## src/rtl/j1_io_pkg.sv

```systemverilog
// Shared definitions for the J1 I/O responder: register map, STATUS bit
// positions and the 2-bit UART FSM state encoding used by both directions.
package j1_io_pkg;

  localparam logic [3:0] REG_UART_DATA = 4'd0;
  localparam logic [3:0] REG_STATUS    = 4'd1;
  localparam logic [3:0] REG_GPIO_OUT  = 4'd2;
  localparam logic [3:0] REG_GPIO_IN   = 4'd3;
  localparam logic [3:0] REG_TICKS     = 4'd4;

  localparam int ST_TX_IDLE   = 0;
  localparam int ST_TX_FULL   = 1;
  localparam int ST_RX_VALID  = 2;
  localparam int ST_TX_OVF    = 3;
  localparam int ST_RX_OVR    = 4;
  localparam int ST_FRAME_ERR = 5;

  typedef enum logic [1:0] {
    UART_IDLE  = 2'd0,
    UART_START = 2'd1,
    UART_DATA  = 2'd2,
    UART_STOP  = 2'd3
  } uart_state_t;

endpackage

```

## src/rtl/j1_uart_tx.sv

```systemverilog
// UART transmitter: TX FIFO, baud down-counter and serializer.
//
//   state      | meaning
//   -----------+-----------------------------------------------------------
//   UART_IDLE  | line high; pops the FIFO head as soon as it is non-empty
//   UART_START | start bit (0) for BAUD_DIV clocks
//   UART_DATA  | 8 data bits LSB first, BAUD_DIV clocks each
//   UART_STOP  | stop bit (1); chains straight into the next START when
//              | the FIFO holds another byte, so queued bytes have no gap
module j1_uart_tx
  import j1_io_pkg::*;
#(
  parameter int BAUD_DIV = 217,
  parameter int TX_DEPTH = 8
) (
  input  logic       clk,
  input  logic       rst,
  input  logic       push,
  input  logic [7:0] wdata,
  output logic       full,
  output logic       idle,
  output logic       tx
);

  localparam int AW = $clog2(TX_DEPTH);
  localparam int CW = $clog2(BAUD_DIV);

  logic [7:0]    mem [TX_DEPTH];
  logic [AW-1:0] wr_ptr;
  logic [AW-1:0] rd_ptr;
  logic [AW:0]   count;

  uart_state_t   state;
  logic [CW-1:0] baud_cnt;
  logic [2:0]    bit_idx;
  logic [7:0]    shreg;

  logic fifo_empty;
  logic push_ok;
  logic pop;
  logic baud_tc;

  assign fifo_empty = (count == '0);
  assign full       = (count == (AW+1)'(TX_DEPTH));
  assign push_ok    = push && !full;
  assign baud_tc    = (baud_cnt == '0);
  // A byte leaves the FIFO either from IDLE or at the very end of STOP.
  assign pop        = !fifo_empty && ((state == UART_IDLE) || (state == UART_STOP && baud_tc));
  assign idle       = (state == UART_IDLE) && fifo_empty;

  // FIFO storage; contents are don't-care while empty so no reset is needed.
  always_ff @(posedge clk) begin
    if (push_ok) mem[wr_ptr] <= wdata;
  end

  // FIFO pointers and occupancy; a push into a full FIFO is simply dropped.
  always_ff @(posedge clk) begin
    if (rst) begin
      wr_ptr <= '0;
      rd_ptr <= '0;
      count  <= '0;
    end else begin
      if (push_ok) wr_ptr <= wr_ptr + AW'(1);
      if (pop)     rd_ptr <= rd_ptr + AW'(1);
      count <= count + (AW+1)'(push_ok) - (AW+1)'(pop);
    end
  end

  // Serializer FSM with registered line output.
  always_ff @(posedge clk) begin
    if (rst) begin
      state    <= UART_IDLE;
      baud_cnt <= '0;
      bit_idx  <= '0;
      shreg    <= '0;
      tx       <= 1'b1;
    end else begin
      case (state)
        UART_IDLE: begin
          if (pop) begin
            shreg    <= mem[rd_ptr];
            baud_cnt <= CW'(BAUD_DIV - 1);
            tx       <= 1'b0;
            state    <= UART_START;
          end
        end
        UART_START: begin
          if (baud_tc) begin
            baud_cnt <= CW'(BAUD_DIV - 1);
            bit_idx  <= '0;
            tx       <= shreg[0];
            state    <= UART_DATA;
          end else begin
            baud_cnt <= baud_cnt - CW'(1);
          end
        end
        UART_DATA: begin
          if (baud_tc) begin
            baud_cnt <= CW'(BAUD_DIV - 1);
            if (bit_idx == 3'd7) begin
              tx    <= 1'b1;
              state <= UART_STOP;
            end else begin
              bit_idx <= bit_idx + 3'd1;
              shreg   <= {1'b0, shreg[7:1]};
              tx      <= shreg[1];
            end
          end else begin
            baud_cnt <= baud_cnt - CW'(1);
          end
        end
        UART_STOP: begin
          if (baud_tc) begin
            if (pop) begin
              shreg    <= mem[rd_ptr];
              baud_cnt <= CW'(BAUD_DIV - 1);
              tx       <= 1'b0;
              state    <= UART_START;
            end else begin
              state <= UART_IDLE;
            end
          end else begin
            baud_cnt <= baud_cnt - CW'(1);
          end
        end
        default: state <= UART_IDLE;
      endcase
    end
  end

endmodule

```

## src/rtl/j1_io_responder.sv

```systemverilog
// J1 I/O bus target: address decode, combinational read mux, UART RX path,
// GPIO port and free-running tick counter. The TX side lives in j1_uart_tx.
//
//   rx state   | meaning
//   -----------+-----------------------------------------------------------
//   UART_IDLE  | waiting for a falling edge on the synchronized line
//   UART_START | half a bit in, re-check the line; high means a glitch
//   UART_DATA  | sample 8 bits, one every BAUD_DIV clocks, LSB first
//   UART_STOP  | sample the stop bit; 1 loads rx_data, 0 flags frame_err
module j1_io_responder
  import j1_io_pkg::*;
#(
  parameter int               WIDTH    = 16,
  parameter logic [WIDTH-1:0] IO_BASE  = 16'hF000,
  parameter int               BAUD_DIV = 217,
  parameter int               TX_DEPTH = 8
) (
  input  logic             clk,
  input  logic             rst,
  input  logic             io_rd,
  input  logic             io_wr,
  input  logic [WIDTH-1:0] io_addr,
  input  logic [WIDTH-1:0] io_wdata,
  output logic [WIDTH-1:0] io_rdata,
  input  logic             uart_rx,
  output logic             uart_tx,
  input  logic [7:0]       gpio_in,
  output logic [7:0]       gpio_out
);

  localparam int CW = $clog2(BAUD_DIV);

  logic       hit;
  logic [3:0] offset;
  logic       wr_uart, wr_status, wr_gpio, wr_ticks, rd_uart;

  logic       tx_full, tx_idle;
  logic       rx_valid, rx_ovr, tx_ovf, frame_err;
  logic [7:0] rx_data;
  logic [15:0] ticks;

  logic       rx_s1, rx_s2, rx_prev;
  logic [7:0] gpio_s1, gpio_s2;

  uart_state_t   rx_state;
  logic [CW-1:0] rx_cnt;
  logic [2:0]    rx_bit;
  logic [7:0]    rx_shift;
  logic          rx_tc, rx_load, rx_ferr;

  assign hit       = (io_addr[WIDTH-1:4] == IO_BASE[WIDTH-1:4]);
  assign offset    = io_addr[3:0];
  assign wr_uart   = io_wr && hit && (offset == REG_UART_DATA);
  assign wr_status = io_wr && hit && (offset == REG_STATUS);
  assign wr_gpio   = io_wr && hit && (offset == REG_GPIO_OUT);
  assign wr_ticks  = io_wr && hit && (offset == REG_TICKS);
  assign rd_uart   = io_rd && hit && (offset == REG_UART_DATA);

  j1_uart_tx #(
    .BAUD_DIV (BAUD_DIV),
    .TX_DEPTH (TX_DEPTH)
  ) u_tx (
    .clk   (clk),
    .rst   (rst),
    .push  (wr_uart),
    .wdata (io_wdata[7:0]),
    .full  (tx_full),
    .idle  (tx_idle),
    .tx    (uart_tx)
  );

  // Two-flop synchronizers for the asynchronous inputs; rx_prev gives edge detect.
  always_ff @(posedge clk) begin
    if (rst) begin
      rx_s1   <= 1'b1;
      rx_s2   <= 1'b1;
      rx_prev <= 1'b1;
      gpio_s1 <= '0;
      gpio_s2 <= '0;
    end else begin
      rx_s1   <= uart_rx;
      rx_s2   <= rx_s1;
      rx_prev <= rx_s2;
      gpio_s1 <= gpio_in;
      gpio_s2 <= gpio_s1;
    end
  end

  assign rx_tc   = (rx_cnt == '0);
  assign rx_load = (rx_state == UART_STOP) && rx_tc && rx_s2;
  assign rx_ferr = (rx_state == UART_STOP) && rx_tc && !rx_s2;

  // Receiver FSM: bit timing from a down-counter, mid-bit sampling.
  always_ff @(posedge clk) begin
    if (rst) begin
      rx_state <= UART_IDLE;
      rx_cnt   <= '0;
      rx_bit   <= '0;
      rx_shift <= '0;
    end else begin
      case (rx_state)
        UART_IDLE: begin
          if (rx_prev && !rx_s2) begin
            rx_cnt   <= CW'(BAUD_DIV / 2 - 1);
            rx_state <= UART_START;
          end
        end
        UART_START: begin
          if (rx_tc) begin
            if (!rx_s2) begin
              rx_cnt   <= CW'(BAUD_DIV - 1);
              rx_bit   <= '0;
              rx_state <= UART_DATA;
            end else begin
              rx_state <= UART_IDLE;
            end
          end else begin
            rx_cnt <= rx_cnt - CW'(1);
          end
        end
        UART_DATA: begin
          if (rx_tc) begin
            rx_shift <= {rx_s2, rx_shift[7:1]};
            rx_cnt   <= CW'(BAUD_DIV - 1);
            if (rx_bit == 3'd7) rx_state <= UART_STOP;
            else                rx_bit   <= rx_bit + 3'd1;
          end else begin
            rx_cnt <= rx_cnt - CW'(1);
          end
        end
        UART_STOP: begin
          if (rx_tc) rx_state <= UART_IDLE;
          else       rx_cnt   <= rx_cnt - CW'(1);
        end
        default: rx_state <= UART_IDLE;
      endcase
    end
  end

  // RX holding register and status; a set event beats a same-cycle clear,
  // and a byte landing during a UART_DATA read keeps rx_valid without overrun.
  always_ff @(posedge clk) begin
    if (rst) begin
      rx_data   <= '0;
      rx_valid  <= 1'b0;
      rx_ovr    <= 1'b0;
      tx_ovf    <= 1'b0;
      frame_err <= 1'b0;
    end else begin
      if (rx_load) begin
        rx_data  <= rx_shift;
        rx_valid <= 1'b1;
      end else if (rd_uart) begin
        rx_valid <= 1'b0;
      end
      rx_ovr    <= (rx_load && rx_valid && !rd_uart) ||
                   (rx_ovr && !(wr_status && io_wdata[ST_RX_OVR]));
      tx_ovf    <= (wr_uart && tx_full) ||
                   (tx_ovf && !(wr_status && io_wdata[ST_TX_OVF]));
      frame_err <= rx_ferr ||
                   (frame_err && !(wr_status && io_wdata[ST_FRAME_ERR]));
    end
  end

  // GPIO output register and free-running tick counter.
  always_ff @(posedge clk) begin
    if (rst) begin
      gpio_out <= '0;
      ticks    <= '0;
    end else begin
      if (wr_gpio) gpio_out <= io_wdata[7:0];
      if (wr_ticks) ticks <= io_wdata[15:0];
      else          ticks <= ticks + 16'd1;
    end
  end

  // Read mux; purely combinational so a simultaneous write shows the old value.
  always_comb begin
    io_rdata = '0;
    if (hit) begin
      case (offset)
        REG_UART_DATA: io_rdata = WIDTH'({8'h0, rx_data});
        REG_STATUS:    io_rdata = WIDTH'({10'h0, frame_err, rx_ovr, tx_ovf,
                                          rx_valid, tx_full, tx_idle});
        REG_GPIO_OUT:  io_rdata = WIDTH'({8'h0, gpio_out});
        REG_GPIO_IN:   io_rdata = WIDTH'({8'h0, gpio_s2});
        REG_TICKS:     io_rdata = WIDTH'(ticks);
        default:       io_rdata = '0;
      endcase
    end
  end

endmodule

```

## config.mk

```make
export PLATFORM = sky130hd
export DESIGN_NAME = j1_io_responder
export DESIGN_NICKNAME = d
export VERILOG_FILES = /design/src/rtl/j1_io_pkg.sv /design/src/rtl/j1_uart_tx.sv /design/src/rtl/j1_io_responder.sv
export SDC_FILE = /design/constraint.sdc
export NUM_CORES = 1
export LEC_CHECK = 0
export BUFFER_PORTS_ARGS = -buffer_cell sky130_fd_sc_hd__buf_2
export CORE_AREA = 8 8 188 119
export CTS_CLUSTER_DIAMETER = 120
export DETAILED_ROUTE_END_ITERATION = 8
export DIE_AREA = 0 0 196 127
export SYNTH_ARGS = -nofsm -noshare
export SYNTH_HDL_FRONTEND = slang
export SYNTH_HIERARCHICAL = 1
export SYNTH_SLANG_ARGS = --single-unit
```

## constraint.sdc

```tcl
create_clock -name clk -period 3.9 [get_ports clk]
set_input_delay 0.195 -clock clk [delete_from_list [all_inputs] [get_ports clk]]
set_output_delay 0.195 -clock clk [all_outputs]
set_load 0.02 [all_outputs]
```

==> metrics.yaml <==
synthesis:
  synth_top_area_cell: "dfxtp_1"
  ys_ff_latch: 175
  synth_nets: 832
  mappedNetlistArea_um2: 8050
  synth_cells: 761
  synth_edf_count: 64
  synthTopCellsByArea: "dfxtp_1, edfxtp_1, mux2i_1"
  yosys_warnings: 6
  avgSynthCellArea_um2: 10.6
  synth-async-reset-ratio_pct: 0
  yosysUniqueCellTypes: 72
  ys_seq_area_share_pct: 51.5
  synth_ff_type: "dfxtp_1"
  yosys.area.top_type_share_pct: 27.6
timing:
  min_period_ns: 2.71
  max_slew_margin_pct: 37.9
  fin_setup_tns_ns: 0
  final_max_slew_viol_count: 0
  fmax_mhz: 369
  hold_violations: 0
  post-route-period-util_pct: 69.5
  grt_setup_unrepaired: "no"
  finClkSkew_ns: 0.0124
  worst_pin_slew_ns: 0.930
  setup_viol: 0
routing:
  wl_mm: 20.0
  drt_drc_violations_left: 0
  first_pass_iters: 5
  routed-via-count: 6099
  wl_per_cell_um: 18.3
  ant_nets: 0
  viasPerCell: 5.56
  drtIter0Drc: 508
power_and_ir_drop:
  power.total_mw: 5.43
  vdd_ir_drop_max_mv: 0.380
  power.leakage_nw: 3.40
  powerDensity_nw_per_um2: 584
clock_network:
  clock_latency_ns: 0.43
  path_clk_slew_ns: 0.07
  cts_setup_buffers: 0
  ctsLongestPathBuffers: 2
  clock_sinks: 175
  cts-root-buf: "clkbuf_16"
  h-tree-depth: 4
  cts_buffers: 17
  cts_tree: "done"
critical_path:
  worstReg2RegEnd: "u_tx/count[3]"
  r2r_cells: 12
  r2r-start: "u_tx/baud_cnt[0]"
  cp_slowest_cell: "nor3b_2"
  worst_setup_path_start_kind: "flop"
  reg2reg_slack_ns: 1.19
  worst_setup_path_end_kind: "flop"
  worstPathArrival_ns: 3.00
  crit_top_cell: "ha_1"
  path_class: "reg2reg"
  cp_cell_sequence: "inv_1 -> ha_1 -> nor3b_2 -> nand4_1 -> nand2_2 -> ha_1 -> inv_1 -> ha_1 -> a21o_1 -> a21oi_1 -> xnor2_1 -> nor2_1"
  path_max_fanout: 9
  cpPeakStageDelay_ns: 0.45
  cp.required_ns: 4.19
placement:
  dp_cells: 1055
  gp_congestion: 0.816
  hpwlAfterDp_mm: 14.2
  portBuffers: 69
hold_path:
  min-delay-start: "io_wdata[10]"
  holdCritPathClass: "in2reg"
  hold_end: "ticks[10]"
  min_delay_path_depth: 3
global_route:
  grt_pass1_vias: 5709
  grt_pass1_wl_mm: 32.2
  grt_max_degree: 63
  antenna_found_initial: 0
  grt_overflow: 0
  gr-usage-all-layers_pct: 16.4
finish:
  area_delta_synth_final_pct: 15.6
  layout.nets: 902
  fillers: 1807
  drive_above_1_share_pct: 16.4
  diodes: 0
  layoutNonFillerInstCount: 1096
die:
  dieArea_um2: 24900
  initial_core_util_pct: 41.2
  design.core.area_um2: 19500
  die_h_um: 127
  rows: 40
  ios: 70
  fp.dieW_um: 196
flow_run:
  maxCapViolations: 0
status:
  outcome: "completed"
==> final cells by class <==
class | count | area [µm²] | area share, %
inverter | 27 | 101 | 1.09
tap | 252 | 315 | 3.39
clock inverter | 14 | 166 | 1.79
clock buffer | 18 | 429 | 4.61
timing repair buffer | 91 | 536 | 5.76
sequential | 175 | 4140 | 44.5
multi-input combinational | 519 | 3610 | 38.8
==> cell usage in the layout, fill, tap and decap left out, types with 4 or more instances in the layout <==
master	n
a2111oi_0	8
inv_8	4
inv_1	27
a21o_1	5
and4_1	5
nor4_1	8
o21ai_0	28
ha_1	25
buf_4	14
nand4_1	8
dfxtp_1	111
dlygate4sd3_1	9
a222oi_1	8
nor4_2	4
nand4b_1	7
inv_6	5
buf_2	68
a211oi_1	35
and2_1	13
clkbuf_16	17
edfxtp_1	64
nand2_1	28
a21oi_1	63
nor3_1	27
or2_2	5
nand3_1	20
a22oi_1	6
mux2i_1	40
a22o_1	6
nor2b_1	30
nand2b_1	9
xor2_1	5
a31oi_1	4
nor2_1	49
xnor2_1	13
==> per-stage QoR <==
step	instance area, µm²	setup WS, ns	hold slack [ns]	utilization [%]
6_report	9310	1.19	0.109	47.7
3_5_place_dp	8620	0.860	0.382	44.2
3_3_place_gp	8620	0.997	0.379	44.2
4_1_cts	9310	1.18	0.107	47.7
5_1_grt	9310	0.941	0.106	47.7
2_1_floorplan	8050	1.04	0.294	-
==> cell usage after synthesis (all sizes together), types with 4 or more instances <==
cell / number
dfxtp: 111
edfxtp: 64
a21oi: 63
nor2: 49
mux2i: 40
a211oi: 35
nand2: 30
nor2b: 30
o21ai: 29
inv: 27
nor3: 27
clkbuf: 26
ha: 25
nand3: 20
buf: 14
and2: 13
xnor2: 13
nor4: 12
a2111oi: 9
nand2b: 9
a222oi: 8
nand4: 8
nand4b: 7
or2: 7
a22o: 6
a22oi: 6
nor4b: 6
a21o: 5
and4: 5
xor2: 5
a31oi: 4
o32ai: 4
or4: 4
==> worst max-delay path: cells and delay by family (launching register included) <==
family                   cells  cell delay (ns)
AO/OA/AOI/OAI                2             0.33
buffers and inverters        2             0.13
XOR/XNOR                     1             0.13
adder cells (fa/ha/maj)      3             0.61
AND/OR/NAND/NOR              4             1.02
flip-flops                   1             0.35
==> timing repair <==
| item | CTS | global route |
|---|---|---|
| hold endpoints to repair | 9 | 0 |
| hold buffers | 9 | 0 |
| gates resized for setup | 0 | 0 |
==> cells by family after synthesis <==
group                      after synthesis  synth area share (%)
and+or+nand+nor                        240                  17.0
buffers and inverters                   67                  3.68
muxes                                   43                  5.67
xor gates and xnor gates                18                  1.96
adders and majority gates               26                  4.14
DFF                                    175                  51.5
AOI/OAI and AO/OA                      192                  16.1
==> sequential cells by signal, summed over array words and instances, names as in the netlist, 2 cells and up, named ones only <==
register       flops
gpio_out           8
gpio_s1            8
gpio_s2            8
rx_bit             3
rx_cnt             8
rx_data            8
rx_shift           8
ticks             16
u_tx/baud_cnt      8
u_tx/bit_idx       3
u_tx/count         4
u_tx/mem          64
u_tx/rd_ptr        3
u_tx/shreg         8
u_tx/state         2
u_tx/wr_ptr        3
==> how the worst max path moves through the flow <==
| stage | slack (ns) | cells after the start | from | to |
|---|---|---|---|---|
| 2_1_floorplan | 1.04 | 12 | io_addr[5] | u_tx/count[2] |
| 3_3_place_gp | 1.0 | 12 | io_addr[9] | u_tx/count[2] |
| 3_5_place_dp | 0.86 | 12 | io_addr[5] | u_tx/count[2] |
| 4_1_cts | 1.18 | 12 | u_tx/baud_cnt[0] | u_tx/count[3] |
| 5_1_grt | 0.94 | 12 | u_tx/baud_cnt[0] | u_tx/count[3] |
| 6_report | 1.19 | 12 | u_tx/baud_cnt[0] | u_tx/count[3] |
==> layer usage <==
| layer | global-route usage [%] | vias up | wire length [µm] |
|---|---|---|---|
| met4 | 4.04 | 0 | 186 |
| li1 | - | 3002 | - |
| met1 | 24.8 | 2877 | 10400 |
| met5 | 0 | - | 0 |
| met3 | 5.53 | 18 | 1660 |
| met2 | 21.5 | 202 | 7760 |
==> where the power goes <==
part / internal (mW) / switching, mW
Combinational: 0.620 / 0.909
Sequential: 2.03 / 0.160
Clock: 0.918 / 0.801
Power figures use the tool's default switching activity.
